--- config.mk ---
export PLATFORM = sky130hd
export DESIGN_NAME = dmem_arbiter
export DESIGN_NICKNAME = d
export VERILOG_FILES = /design/src/rtl/dmem_arb_pkg.sv /design/src/rtl/dmem_arbiter_rr.sv /design/src/rtl/dmem_arbiter.sv
export SDC_FILE = /design/constraint.sdc
export NUM_CORES = 1
export LEC_CHECK = 0
export CAP_MARGIN = 20
export CORE_MARGIN = 8
export CORE_UTILIZATION = 40
export DETAILED_ROUTE_END_ITERATION = 6
export PLACE_DENSITY_LB_ADDON = 0.1
export SYNTH_ARGS = -nofsm -noshare
export SYNTH_HDL_FRONTEND = slang
export SYNTH_SLANG_ARGS = --single-unit
--- constraint.sdc ---
create_clock -name clk -period 6.4 [get_ports clk]
set_clock_uncertainty 0.05 [all_clocks]
set_input_delay 1.92 -clock clk [delete_from_list [all_inputs] [get_ports clk]]
set_output_delay 1.92 -clock clk [all_outputs]
set_load 0.03 [all_outputs]
--- src/rtl/dmem_arb_pkg.sv ---
// Shared types, constants and the address legality rule for the data-memory arbiter.
package dmem_arb_pkg;

  typedef enum logic {
    ARB    = 1'b0,
    LOCKED = 1'b1
  } state_t;

  localparam int MAX_NREQ = 4;
  localparam int IDX_W    = $clog2(MAX_NREQ);
  localparam int DATA_W   = 32;

  // A word access is legal when it is 4-byte aligned and all four bytes
  // fall inside the memory. The compare is done in full 32 bits because
  // the memory itself wraps its index and would silently alias.
  function automatic logic addr_legal(input logic [31:0] addr, input logic [31:0] depth);
    return (addr[1:0] == 2'b00) && (addr < (depth - 32'd3));
  endfunction

endpackage

--- src/rtl/dmem_arbiter_rr.sv ---
// Combinational round-robin picker: first masked request at or above the
// pointer, wrapping at NREQ. Produces a one-hot grant and its index.
module rr_arbiter
  import dmem_arb_pkg::*;
#(
  parameter int NREQ = 2
) (
  input  logic [NREQ-1:0]  i_req,
  input  logic [IDX_W-1:0] i_ptr,
  input  logic [NREQ-1:0]  i_mask,
  output logic [NREQ-1:0]  o_grant,
  output logic [IDX_W-1:0] o_idx,
  output logic             o_any
);

  int w_best;
  int w_sel;
  int w_dist;

  // Pick the eligible requester with the smallest circular distance from the pointer.
  always_comb begin
    o_grant = '0;
    o_idx   = '0;
    o_any   = 1'b0;
    w_best  = NREQ;
    w_sel   = 0;
    w_dist  = 0;
    for (int i = 0; i < NREQ; i++) begin
      if (i_req[i] && i_mask[i]) begin
        w_dist = (i >= int'(i_ptr)) ? (i - int'(i_ptr)) : (i + NREQ - int'(i_ptr));
        if (w_dist < w_best) begin
          w_best = w_dist;
          w_sel  = i;
        end
      end
    end
    if (w_best < NREQ) begin
      o_any = 1'b1;
      o_idx = IDX_W'(w_sel);
      for (int i = 0; i < NREQ; i++) begin
        o_grant[i] = (i == w_sel);
      end
    end
  end

endmodule

--- src/rtl/dmem_arbiter.sv ---
// Shares one single-port byte-addressed data memory between NREQ word
// requesters with round-robin arbitration, locked sequences and rejection
// of misaligned / out-of-range words. Responses arrive one cycle after accept.
module dmem_arbiter
  import dmem_arb_pkg::*;
#(
  parameter int NREQ  = 2,
  parameter int DEPTH = 256
) (
  input  logic                 clk,
  input  logic                 rst,
  input  logic [NREQ-1:0]      i_req_valid,
  output logic [NREQ-1:0]      o_req_ready,
  input  logic [NREQ-1:0]      i_req_we,
  input  logic [NREQ-1:0]      i_req_lock,
  input  logic [NREQ*32-1:0]   i_req_addr,
  input  logic [NREQ*32-1:0]   i_req_wdata,
  output logic [NREQ-1:0]      o_rsp_valid,
  output logic                 o_rsp_err,
  output logic [31:0]          o_rsp_rdata,
  output logic [31:0]          o_mem_address,
  output logic                 o_mem_write_en,
  output logic [31:0]          o_mem_data_in,
  input  logic [31:0]          i_mem_data_out
);

  state_t           r_state;
  state_t           w_state_nxt;
  logic [IDX_W-1:0] r_ptr;
  logic [IDX_W-1:0] r_owner;
  logic [IDX_W-1:0] w_ptr_nxt;

  logic [NREQ-1:0]  w_mask;
  logic [NREQ-1:0]  w_grant;
  logic [IDX_W-1:0] w_idx;
  logic             w_any;
  logic             w_accept;
  logic             w_legal;
  logic             w_issue;

  logic [31:0]      w_addr;
  logic [31:0]      w_wdata;
  logic             w_we;
  logic             w_lock;

  logic [31:0]      r_mem_addr;
  logic [31:0]      r_mem_wdata;

  logic [NREQ-1:0]  r_rsp_vld_p1;
  logic             r_rsp_err_p1;
  logic [31:0]      r_rsp_rdata_p1;

  // While locked only the owner is eligible; otherwise everyone is.
  always_comb begin
    w_mask = '0;
    for (int i = 0; i < NREQ; i++) begin
      w_mask[i] = (r_state == ARB) || (IDX_W'(i) == r_owner);
    end
  end

  rr_arbiter #(
    .NREQ (NREQ)
  ) u_rr (
    .i_req   (i_req_valid),
    .i_ptr   (r_ptr),
    .i_mask  (w_mask),
    .o_grant (w_grant),
    .o_idx   (w_idx),
    .o_any   (w_any)
  );

  // Route the granted requester's fields onto the shared datapath.
  always_comb begin
    w_addr  = '0;
    w_wdata = '0;
    w_we    = 1'b0;
    w_lock  = 1'b0;
    for (int i = 0; i < NREQ; i++) begin
      if (IDX_W'(i) == w_idx) begin
        w_addr  = i_req_addr[i*32 +: 32];
        w_wdata = i_req_wdata[i*32 +: 32];
        w_we    = i_req_we[i];
        w_lock  = i_req_lock[i];
      end
    end
  end

  // Reset suppresses every grant, so a write presented during rst never reaches memory.
  assign o_req_ready = rst ? '0 : w_grant;
  assign w_accept    = w_any && !rst;
  assign w_legal     = addr_legal(w_addr, 32'(DEPTH));
  assign w_issue     = w_accept && w_legal;
  assign w_ptr_nxt   = (int'(w_idx) == NREQ - 1) ? '0 : (w_idx + IDX_W'(1));

  // Memory pins: live value on a legal accept, otherwise the last issued value.
  assign o_mem_write_en = w_issue && w_we;
  assign o_mem_address  = w_issue ? w_addr  : r_mem_addr;
  assign o_mem_data_in  = w_issue ? w_wdata : r_mem_wdata;

  // Lock state transitions; an illegal access still takes or releases the lock.
  always_comb begin
    w_state_nxt = r_state;
    case (r_state)
      ARB:     if (w_accept && w_lock)  w_state_nxt = LOCKED;
      LOCKED:  if (w_accept && !w_lock) w_state_nxt = ARB;
      default: w_state_nxt = ARB;
    endcase
  end

  // FSM state, round-robin pointer and lock owner.
  always_ff @(posedge clk) begin
    if (rst) begin
      r_state <= ARB;
      r_ptr   <= '0;
      r_owner <= '0;
    end else begin
      r_state <= w_state_nxt;
      if (w_accept) r_ptr <= w_ptr_nxt;
      if ((r_state == ARB) && w_accept && w_lock) r_owner <= w_idx;
    end
  end

  // Hold the last issued address / write data so the pins stay quiet when idle.
  always_ff @(posedge clk) begin
    if (rst) begin
      r_mem_addr  <= '0;
      r_mem_wdata <= '0;
    end else if (w_issue) begin
      r_mem_addr  <= w_addr;
      r_mem_wdata <= w_wdata;
    end
  end

  // ---- stage p1: response registered one cycle after accept ----
  always_ff @(posedge clk) begin
    if (rst) begin
      r_rsp_vld_p1   <= '0;
      r_rsp_err_p1   <= 1'b0;
      r_rsp_rdata_p1 <= '0;
    end else begin
      r_rsp_vld_p1   <= w_accept ? w_grant : '0;
      r_rsp_err_p1   <= w_accept && !w_legal;
      r_rsp_rdata_p1 <= (w_issue && !w_we) ? i_mem_data_out : '0;
    end
  end

  assign o_rsp_valid = r_rsp_vld_p1;
  assign o_rsp_err   = r_rsp_err_p1;
  assign o_rsp_rdata = r_rsp_rdata_p1;

endmodule

Yosys cells after proc, flatten, opt, wreduce, memory -nomap -nowiden --
Cells that the tools add are included.
Word-level totals: output and inout bits 102, bits in registers 104, logic and storage cells 76, input port bits 168
Operators by class: magnitude comparators 6, muxes and demuxes 26, add/subtract/negate cells 5, reductions and logical operators 24, bitwise gates (word level) 3, eq/ne operators 4
Operators with widths (count):
- 2-to-1 mux 32 bit | 13
- less-than comparator 32 x 3 -> 1 bit, second input constant | 2
- == test 2 x 32 -> 1 bit, first input constant | 1
- zero test 32 bit | 1
- less-than comparator 32 bit | 1
- less-than comparator 32 x 8 -> 1 bit, second input constant | 1
- logical AND 1 bit | 12
- 2-to-1 mux 1 bit | 8
- 2-to-1 mux 2 bit | 4
- zero test 2 bit | 3
- subtractor 1 x 2 -> 3 bit, first input constant | 2
- subtractor 2 x 2 -> 3 bit, first input constant | 2
- == test 1 x 2 -> 1 bit, first input constant | 2
- >= comparator 1 x 2 -> 1 bit, first input constant | 2
- zero test 1 bit | 4
- OR reduction 2 bit | 2
- NOT 1 bit | 3
- adder 2 x 1 -> 2 bit, second input constant | 1
- == test 2 bit, second input constant | 1
- logical OR 1 bit | 2
- case mux 1 bit (2 select lines) | 1

Longest topological paths before layout --
depth after elaboration 19, mapped depth 8, gate-level depth less buffers 5

By module --
A second synthesis with hierarchy kept.
Second synthesis, totals: cells, all modules 405, area total of the unflattened synthesis 4511.8 sq um
By module, submodules not included:
- dmem_arbiter | area each 4398.0 sq um, cells an instance 388, times used 1, sequential area each 2082.0 sq um
- rr_arbiter | area each 113.9 sq um, cells an instance 17, times used 1, sequential area each 0.0 sq um

Worst setup path after synthesis --
No wires, ideal clock.
kind input to output, from input rst, to output o_mem_address[2], slack -154 ps, arrival time 4584 ps, path buffers 2, stages on the path 6, cells stage by stage clkbuf_1 > a2111oi_1 > or3b_1 > and2_1 > clkbuf_1 > o21ai_1
Between the ends: longest elaborated chain between the ends 4
RTL lines:
- start, declared | line dmem_arbiter.sv:11 | input logic rst,
- zero test 1 bit | line dmem_arbiter.sv:90 | assign w_accept = w_any && !rst;
- logical AND 1 bit | line dmem_arbiter.sv:90
- logical AND 1 bit | line dmem_arbiter.sv:92 | assign w_issue = w_accept && w_legal;
- 2-to-1 mux 32 bit
- end, declared | line dmem_arbiter.sv:21 | output logic [31:0] o_mem_address,
No other way between the ends.

Worst setup path in the final report --
from input i_req_valid[0], to output o_mem_data_in[12]
Between the ends: longest elaborated chain between the ends 14
RTL lines:
- start, declared | line dmem_arbiter.sv:12 | input logic [NREQ-1:0] i_req_valid,
- logical AND 1 bit (*) | line dmem_arbiter_rr.sv:29 | if (i_req[i] && i_mask[i]) begin
- 2-to-1 mux 32 bit (*) | line dmem_arbiter_rr.sv:29
- less-than comparator 32 bit | line dmem_arbiter_rr.sv:31 | if (w_dist < w_best) begin
- 2-to-1 mux 32 bit | line dmem_arbiter_rr.sv:31
- 2-to-1 mux 32 bit | line dmem_arbiter_rr.sv:29
- less-than comparator 32 x 3 -> 1 bit | line dmem_arbiter_rr.sv:37 | if (w_best < NREQ) begin
- 2-to-1 mux 2 bit | line dmem_arbiter_rr.sv:37
- zero test 2 bit | line dmem_arbiter.sv:79 | if (IDX_W'(i) == w_idx) begin
- 2-to-1 mux 32 bit (2 in a row) | line dmem_arbiter.sv:79
- less-than comparator 32 x 8 -> 1 bit / zero test 2 bit (equally long branches) | line dmem_arb_pkg.sv:17 | return (addr[1:0] == 2'b00) && (addr < (depth - 32'd3));
- logical AND 1 bit | line dmem_arb_pkg.sv:17
- logical AND 1 bit | line dmem_arbiter.sv:92
- 2-to-1 mux 32 bit (*)
- end, declared | line dmem_arbiter.sv:23 | output logic [31:0] o_mem_data_in,
Mark *: on every way between the ends. The rest lies on a longest branch, timed or not.

==> qor_table.md <==
| Parameter | Value | Unit |
|:---|:---|:---|
| Fraction of power spent switching nets | 0.2517 | - |
| Most common cell after layout, fill and taps aside | sky130_fd_sc_hd__clkdlybuf4s50_1 | - |
| Number of global-route vias before repair | 4947 | - |
| Die area | 0.01489 | mm² |
| Setup WS pre-CTS | -0.2725 | ns |
| Routability Congestion | 0.7932 | - |
| Minimum clock period | 6.289 | ns |
| Xor-xnor portion of the synthesized cell area | 0 | - |
| Count of nets left with antenna violations after detail routing | 0 | - |
| Site row count | 38 | - |
| Layout cell share with drive strength beyond 1 | 0.1290 | - |
| Initial antenna violation count | 0 | - |
| CTS clock-pin slew for the worst setup and hold paths | 0.09 | ns |
| Routed via count | 4551 | - |
| Count of unresolved DRC violations after routing | 0 | - |
| Average vias per placed instance | 4.974 | - |
| Synth Area in Simple Gates | 0.2741 | - |
| Async S/R FF share, synth | 0 | - |
| Initial DRC Count | 307 | - |
| Part of the total power dissipated in sequential elements | 0.510 | - |
| Number of buffers on the longest clock path | 2 | - |
| Count of buffers from port buffering | 269 | - |
| Final hold violation count | 0 | - |
| Leading cell types in the layout, fill and taps excluded | sky130_fd_sc_hd__clkdlybuf4s50_1 (203), sky130_fd_sc_hd__dfxtp_1 (102), sky130_fd_sc_hd__mux2i_1 (77), sky130_fd_sc_hd__buf_4 (66), sky130_fd_sc_hd__dlygate4sd2_1 (48) | - |
| Routed length per placed instance | 18.06 | µm |
| Die Height | 122.0 | µm |
| F_max | 159.0 | MHz |
| First-pass GRT wire length | 26140 | µm |
| Status | complete, no violations | - |
| Total routing resource utilization after global routing | 0.2234 | - |
| YS warnings | 0 | - |
| Static leakage power | 3.651 | nW |
| Area leader, netlist | sky130_fd_sc_hd__dfxtp_1 | - |
| Placed wire-length estimate | 13200 | µm |
| Pin count of the biggest net entering global routing | 47 | - |
| CP Data Arrival Time | 4.32 | ns |
| Portion of netlist area occupied by mux cells | 0.1714 | - |
| Setup repair after global routing missed its margin | true | - |
| Area grow syn2layout | 73.43 | % |
| Design internal power | 0.9401 | mW |
| Pwr/cell area | 161.1 | mW/mm² |
| Switch Pwr | 0.3162 | mW |
| Net count of the mapped netlist | 643 | - |
| Unique masters post-synth | 29 | - |
| Most used flip-flop cell after synthesis | sky130_fd_sc_hd__dfxtp_1 | - |
| Count of TritonRoute iterations in the first routing pass | 4 | - |
| Worst Hold Launch | r_mem_addr[18] | - |
| Std-Cell Core Area | 0.01089 | mm² |
| Detailed-route wire length | 16520 | µm |
| Count of pins over their slew limit | 0 | - |
| Number of setup violations in the final report | 0 | - |
| Count of max-cap constraint violations | 0 | - |
| Compound-gate portion of the synthesized area | 0.06010 | - |
| Required time at the endpoint of the critical path | 4.43 | ns |
| Ports placed on the boundary | 270 | - |
| Worst hold margin | 0.4253 | ns |
| Startpoint of the worst setup timing path | i_req_valid[0] | - |
| Number of sinks on the clock net | 102 | - |
| Hold Path Class | reg -> reg | - |
| Total of flip-flops plus latches after synthesis | 102 | - |
| Number of enable flip-flop cells after synthesis | 0 | - |
| Clock power share | 0.318 | - |
| Max_slew headroom | 0.4539 | - |
| Area contributors post-synth | sky130_fd_sc_hd__dfxtp_1 (45%), sky130_fd_sc_hd__mux2i_1 (17%), sky130_fd_sc_hd__nand2b_1 (5.3%) | - |
| Post-route setup slack | 0.1108 | ns |
| Starting density of the core | 0.4130 | - |
| Synthesized cell area | 0.004497 | mm² |
| Maximum fanout encountered on the critical timing path | 38 | - |
| CTS tree | built | - |
| Reg2reg start | r_state | - |
| Nature of the critical path startpoint | primary input | - |
| Number of inserted diodes | 0 | - |
| Total CTS buffers | 9 | - |
| Slew of the pin with the lowest slew margin | 0.8172 | ns |
| Maximum ir drop on the vdd rail | 132.4 | µV |
| Relative contribution of combinational cells to total power | 0.172 | - |
| Clk Latency, worst-skew pair | 0.38 | ns |
| Clock root buffer | sky130_fd_sc_hd__clkbuf_8 | - |
| Synthesized-area fraction occupied by adder cells | 0 | - |
| Synth top area share | 0.4541 | - |
| Count of fill cells added during filler insertion | 830 | - |
| Share of synthesized area occupied by flip-flops and latches | 0.4541 | - |
| Total negative setup slack | 0 | ns |
| Path type of the worst setup path | in -> out | - |
| GR Overflow Total | 0 | - |
| Number of nets in the layout | 938 | - |
| Number of H-tree levels | 3 | - |
| Share of the clock period used by the worst path | 0.9827 | - |
| Die width | 122.0 | µm |
| Dominant combinational cell family by area after synthesis | simple AND/OR/NAND/NOR gates | - |
| Mean cell area of the mapped netlist | 9.467 | µm² |
| Cells after Synth | 475 | - |
| Type of destination of the critical path | primary output | - |
metal layers:
metal  GRT usage  wire (µm)  part of all wire
met1      0.2168       5912              0.36
met2      0.4247       8965              0.54
met3      0.1009       1471             0.089
met4     0.04395        174             0.011
met5           0          0                 0
sequential cells by signal (all words and copies together), names as in the netlist:
name and flops:
o_rsp_rdata 32, r_state 1, o_rsp_valid 2, r_mem_addr 32
r_ptr 1, r_owner 1, o_rsp_err 1, r_mem_wdata 32
area by class of cell:
type	count	area, µm²	area share
flip-flops and latches	102	2042	0.2618
clock buffers	10	137.6	0.01765
inverters	2	7.507	0.0009626
repair buffers	325	3052	0.3913
multi-input cells	330	2333	0.2992
well taps	140	175.2	0.02246
clock inverters	6	51.30	0.006578
path summary, 6_finish.rpt:
kind                       endpoint  slack, ns  depth (start not counted)
setup / recovery  o_mem_data_in[12]       0.11                         10
setup reg to reg    o_rsp_rdata[27]       3.57                          7
hold / removal       r_mem_addr[18]       0.43                          1
hold reg to reg      r_mem_addr[18]       0.43                          1
cells in the mapped netlist (7+ instances only):
cell / n
sky130_fd_sc_hd__nand2b_1: 38
sky130_fd_sc_hd__nand2_1: 7
sky130_fd_sc_hd__nor4_1: 14
sky130_fd_sc_hd__o21ai_1: 39
sky130_fd_sc_hd__dfxtp_1: 102
sky130_fd_sc_hd__and2_1: 35
sky130_fd_sc_hd__and3_1: 26
sky130_fd_sc_hd__buf_2: 16
sky130_fd_sc_hd__clkbuf_1: 22
sky130_fd_sc_hd__nand3_1: 41
sky130_fd_sc_hd__nor3b_1: 28
sky130_fd_sc_hd__mux2i_1: 77
power groups by stage:
stage / Clock (mW) / Combinational (mW) / Sequential (mW)
2_1_floorplan: 0 / 0.0651 / 0.657
3_3_place_gp: 0 / 0.210 / 0.655
3_5_place_dp: 0 / 0.214 / 0.655
4_1_cts: 0.413 / 0.215 / 0.640
5_1_grt: 0.442 / 0.231 / 0.641
6_report: 0.400 / 0.216 / 0.641
cells by family (layout without fill, tap and decap cells):
logic type,Yosys count,count (layout)
simple gates,203,203
compound gates,50,50
buf+inv,43,343
flops,102,102
mux,77,77
per-stage QoR:
stage	util	cell area, µm²	std cells	total power, mW
6_report	0.7163	7799	915	1.256
5_1_grt	0.7163	7799	915	1.314
4_1_cts	0.7125	7757	915	1.269
3_5_place_dp	0.6993	7614	899	0.8687
3_3_place_gp	0.6993	7614	899	0.8653
2_1_floorplan	-	4502	475	0.7217
worst max-delay path: stages:
cell and delay, ns:
sky130_fd_sc_hd__clkdlybuf4s50_1 0.42, sky130_fd_sc_hd__nor3b_2 0.19, sky130_fd_sc_hd__buf_4 0.16, sky130_fd_sc_hd__or3_2 0.42, sky130_fd_sc_hd__nor3_1 0.20, sky130_fd_sc_hd__buf_4 0.16, sky130_fd_sc_hd__o21ai_4 0.07, sky130_fd_sc_hd__buf_12 0.17
sky130_fd_sc_hd__o21ai_1 0.15, sky130_fd_sc_hd__dlygate4sd2_1 0.43
what timing repair did:
action / in CTS / in global routing
hold buffers: 0 / 0
endpoints found under the setup margin: 52 / 61
gates resized for setup: 52 / 10
hold endpoints to repair: 0 / 0
buffers inserted: 0 / 0
pin swaps: 1 / 1
(Power assumes the default switching activity.)
==> variant 1: new RTL, same settings <==
Put one more register stage on the output `o_rsp_err`, cleared by the reset. The value now appears one clock later. The other outputs are not delayed to match.
--- a/src/rtl/dmem_arbiter.sv
+++ b/src/rtl/dmem_arbiter.sv
@@ -145,7 +145,13 @@
   end
 
   assign o_rsp_valid = r_rsp_vld_p1;
-  assign o_rsp_err   = r_rsp_err_p1;
+  always_ff @(posedge clk) begin
+    if (rst) begin
+      o_rsp_err <= '0;
+    end else begin
+      o_rsp_err <= r_rsp_err_p1;
+    end
+  end
   assign o_rsp_rdata = r_rsp_rdata_p1;
 
 endmodule
Function: changed (a bounded check fails within 4 cycles, from zero or initial values and one cycle with rst high).
==> variant 1 against the original RTL <==
  * Critical path depth fell by 2
  * Wire length down 3.0%
  * Cell area shrank 5.6%
  * Area after synthesis down 1.2%
  * Critical endpoint is now o_mem_data_in[1]
  * Total power fell by 0.54%
  * Final cell count fell by 8.3%
  * Die area down 1.0%
  * Count of clock-buffer cells in the layout is the same
  * Setup slack improved by 0.021 ns
  * Sequential cell count rose by 1
==> variant 1: results (changes against the original RTL) <==
cts_resized: 0  # -100%
grt_util_met1: 0.237  # +0.0205
clock_latency_ns: 0.35  # -0.03 ns
seq_area_frac_synth: 0.464  # +0.0100
dr_wl_met2_mm: 8.10  # -9.7%
ff2ff_path_depth: 6  # -1
grt_pass1_vias: 4440  # -10%
highest_layer: "met4"
critPathArrivalTime_ns: 4.30  # -0.02 ns
slowest_stage: "or4_4"
grt_use_met2: 0.362  # -0.0629
syn_inst: 440  # -7.4%
syn_nets: 608  # -5.4%
worst_setup_path_startpoint: "i_req_valid[1]"
vias: 4255  # -6.5%
dr.pass1.iters: 5  # +1
drt_iter0_drc: 189  # -38%
wl_per_cell_um: 19.1  # +5.8%
wl_met3_mm: 1.42  # -3.7%
hold_path_end: "o_rsp_err"
synth_warnings: 0  # unchanged
post_cts_buffers: 0  # unchanged
regToRegStartpoint: "r_state"
place.gp.congestion: 0.857  # +8.0%
max_stage_delay_ns: 0.57  # +0.14 ns
remaining_drc_errors: 0  # unchanged
grt.total_usage: 0.209  # -0.0142
cp_max_fo: 21  # -45%
post-place-ws_ns: 0.162  # +0.435 ns
synth.top_cells.by_count: "dfxtp_1, and3_1, mux2i_1"
netlist_top_cells_area: "dfxtp_1, mux2i_1, a31o_1"
r2r_slack_ns: 3.94  # +0.37 ns
met1_length_mm: 6.33  # +7.1%
p_sw_frac: 0.232  # -0.0199
final_nets: 862  # -8.1%
hold_start: "r_rsp_err_p1"
grt_max_degree: 65  # +38%
timing.hold.ws_ns: 0.393  # -0.0323 ns
async_flop_share: 0  # unchanged
grt_pass1_wl_mm: 24.4  # -6.6%
relSlewSlack: 0.363  # -0.0908
ir_drop_uv: 139  # +4.8%
ys.flop_type: "dfxtp_1"
htreeDepth: 3  # unchanged
synthDistinctLibCells: 34  # +17%
leakagePower_nw: 3.52  # -3.6%
finalPower_mw: 1.25  # -0.54%
synth_compound_area_frac: 0.222  # +0.162
p_clk_frac: 0.333  # +0.015
root_buffer: "clkbuf_8"
dpl-instance-area_um2: 7150  # -6.1%
power_frac_seq: 0.517  # +0.007
r2r-end: "o_rsp_rdata[7]"
final_cells: 839  # -8.3%
drive_gt1_frac: 0.190  # +0.0612
met3_usage: 0.0703  # -0.0306
status: "finished clean"
dp_hpwl_mm: 12.5  # -5.1%
synthMuxAreaShare: 0.0879  # -0.0835
placedCellCount: 823  # -8.5%
## variant 1: changes by cell type after synthesis, sizes merged, moves of 5 or more
cell / unedited run / this run
nor3b: 28 / 1
a31o: 0 / 38
mux2i: 77 / 39
a21o: 0 / 37
and3: 26 / 52
nor2: 3 / 8
nand2b: 38 / 1
o21ai: 42 / 4
nand3: 41 / 4
a21oi: 3 / 40
## variant 1: worst max-delay path by stage
stage / end / slack, ns / cells past startpoint
floorplan: o_mem_address[2] / 0.62 / 7
global placement: o_mem_address[6] / 0.23 / 8
detailed placement: o_mem_data_in[1] / 0.16 / 8
CTS: o_mem_data_in[1] / 0.15 / 8
global route: o_mem_data_in[20] / 0.008 / 8
finish: o_mem_data_in[1] / 0.13 / 8
## variant 1: final cells by class
class / instances / area, um^2
inverters: 2 / 7.51
clock inverters: 6 / 67.6
well taps: 140 / 175
fillers: 892 / 3480
flip-flops and latches: 103 / 2060
repair buffers: 284 / 2730
clock buffers: 10 / 138
multi-input cells: 294 / 2180
==> variant 2: new RTL, same flow settings <==
Made on the original files. `NREQ` is set to 2 in 2 places; all go to 1.
--- a/src/rtl/dmem_arbiter_rr.sv
+++ b/src/rtl/dmem_arbiter_rr.sv
@@ -3,7 +3,7 @@
 module rr_arbiter
   import dmem_arb_pkg::*;
 #(
-  parameter int NREQ = 2
+  parameter int NREQ = 1
 ) (
   input  logic [NREQ-1:0]  i_req,
   input  logic [IDX_W-1:0] i_ptr,
--- a/src/rtl/dmem_arbiter.sv
+++ b/src/rtl/dmem_arbiter.sv
@@ -4,7 +4,7 @@
 module dmem_arbiter
   import dmem_arb_pkg::*;
 #(
-  parameter int NREQ  = 2,
+  parameter int NREQ  = 1,
   parameter int DEPTH = 256
 ) (
   input  logic                 clk,
Ports: changed (7 resized); port bits go from 270 to 201. The function was not compared with the original's and may differ.
==> variant 2 against the original RTL <==
  * Cell area shrank 21%
  * Critical path depth shrank 2
  * Sequential cell count shrank 4
  * Sequential share of layout area grew 5.6 points
  * Non-clock buffer count shrank 111
  * Setup slack gained 0.11 ns
  * Via count shrank 25%
  * Global-route usage shrank 4.3 points
  * Wire length shrank 29%
  * Area after synthesis shrank 14%
  * Register-to-register slack gained 2.1 ns
  * Critical endpoint is now o_mem_address[8]
Power is not compared: it rests on default switching activity, and its combinational part moved more than twofold at a synthesized area within 25%.
==> variant 2: results (changes against the original RTL) <==
worst_path_dominant_cell_family: "buffers and inverters"
cp_max_fo: 23  # -39%
async_flop_share: 0  # unchanged
post-place-ws_ns: -0.0319  # +0.241 ns
place.gp.congestion: 0.713  # -10%
netlist_top_cells_area: "dfxtp_1, mux2_1, and2_1"
max_stage_delay_ns: 0.62  # +0.19 ns
viasPerCell: 4.77  # -4.1%
root_buffer: "clkbuf_8"
dr.pass1.iters: 4  # unchanged
drt_iter0_drc: 109  # -64%
cts_made_buffers: 9  # unchanged
switchingPower_mw: 0.249
min_path_type: "reg2reg"
clockBufferDepth: 2  # unchanged
num_antenna_cells: 0  # unchanged
status: "finished clean"
port_buffers: 199  # -26%
n_fill_cell: 824  # -0.72%
synth_warnings: 0  # unchanged
syn_nets: 488  # -24%
antenna_found_initial: 0  # unchanged
ir_drop_uv: 112
wl_per_cell_um: 16.4  # -9.0%
grt_max_degree: 41  # -13%
grt_pass1_vias: 3616  # -27%
tightest_slew_ns: 0.670  # -0.147 ns
ys.flop_type: "dfxtp_1"
synth.top_cells.by_count: "dfxtp_1, and2_1, a21oi_1"
final_nets: 681  # -27%
slowest_stage: "clkdlybuf4s50_1"
drive_gt1_frac: 0.0855  # -0.0436
leakagePower_nw: 2.73
drv_slew: 0  # unchanged
post_cts_buffers: 0  # unchanged
clk_pin_slew_ns: 0.09  # about the same
seq_area_frac_synth: 0.509  # +0.0547
grt_pass1_wl_mm: 18.6  # -29%
htreeDepth: 3  # unchanged
dp_hpwl_mm: 8.73  # -34%
grt.total_usage: 0.180  # -0.0435
synthDistinctLibCells: 22  # -24%
clock_latency_ns: 0.35  # -0.03 ns
critPathArrivalTime_ns: 4.21  # -0.11 ns
-- variant 2: cells by family after synthesis --
family / count (synthesis) / share of synthesized area
compound gates: 78 / 0.101
buf+inv: 34 / 0.0467
flops: 98 / 0.509
mux: 38 / 0.111
simple gates: 139 / 0.232
-- variant 2: cell type report --
class | instances | area share
Tap cell | 133 | 0.0270
Clock inverter | 6 | 0.00812
Timing Repair Buffer | 214 | 0.347
Sequential cell | 98 | 0.318
Multi-Input combinational cell | 255 | 0.278
Inverter | 2 | 0.00122
Clock buffer | 10 | 0.0207
-- variant 2: power groups by stage --
stage	logic (mW)	clock network, mW	registers [mW]
2_1_floorplan	0.00864	0	0.626
3_3_place_gp	0.0808	0	0.624
3_5_place_dp	0.0816	0	0.624
4_1_cts	0.0821	0.380	0.610
5_1_grt	0.0870	0.414	0.610
6_report	0.0819	0.372	0.610
-- variant 2: timing repair --
action | 4_1_cts | 5_1_grt
cloned | 0 | 0
endpoints found under the setup margin | 19 | 14
gates resized for setup | 19 | 14
hold endpoints to repair | 0 | 0
-- variant 2: per-layer routing --
layer  wire length, um  track usage  vias to the layer above
met3              1310        0.100                       12
met4               173       0.0515                        0
met5                 0            0                        -
met1              4750        0.198                     1581
li1                  -            -                     1709
met2              5570        0.291                      124
-- variant 2: stage by stage --
stage	power, mW	cells	hold WS (ns)	instance area [um^2]	TNS (ns)
2_1_floorplan	0.634	387	0.371	3860	0
3_3_place_gp	0.705	701	0.384	5960	-0.0231
3_5_place_dp	0.706	701	0.386	5960	-0.103
4_1_cts	1.07	717	0.414	6120	0
5_1_grt	1.11	718	0.434	6170	0
6_report	1.06	718	0.412	6170	0
-- variant 2: path summary, 6_finish.rpt --
check | start | endpoint | slack (ns) | cells after the start
hold / removal | r_mem_addr[11] | r_mem_addr[11] | 0.41 | 1
setup / recovery | i_req_addr[18] | o_mem_address[8] | 0.22 | 8
hold reg to reg | r_mem_addr[11] | r_mem_addr[11] | 0.41 | 1
setup reg to reg | r_mem_wdata[31] | r_mem_wdata[31] | 5.71 | 2
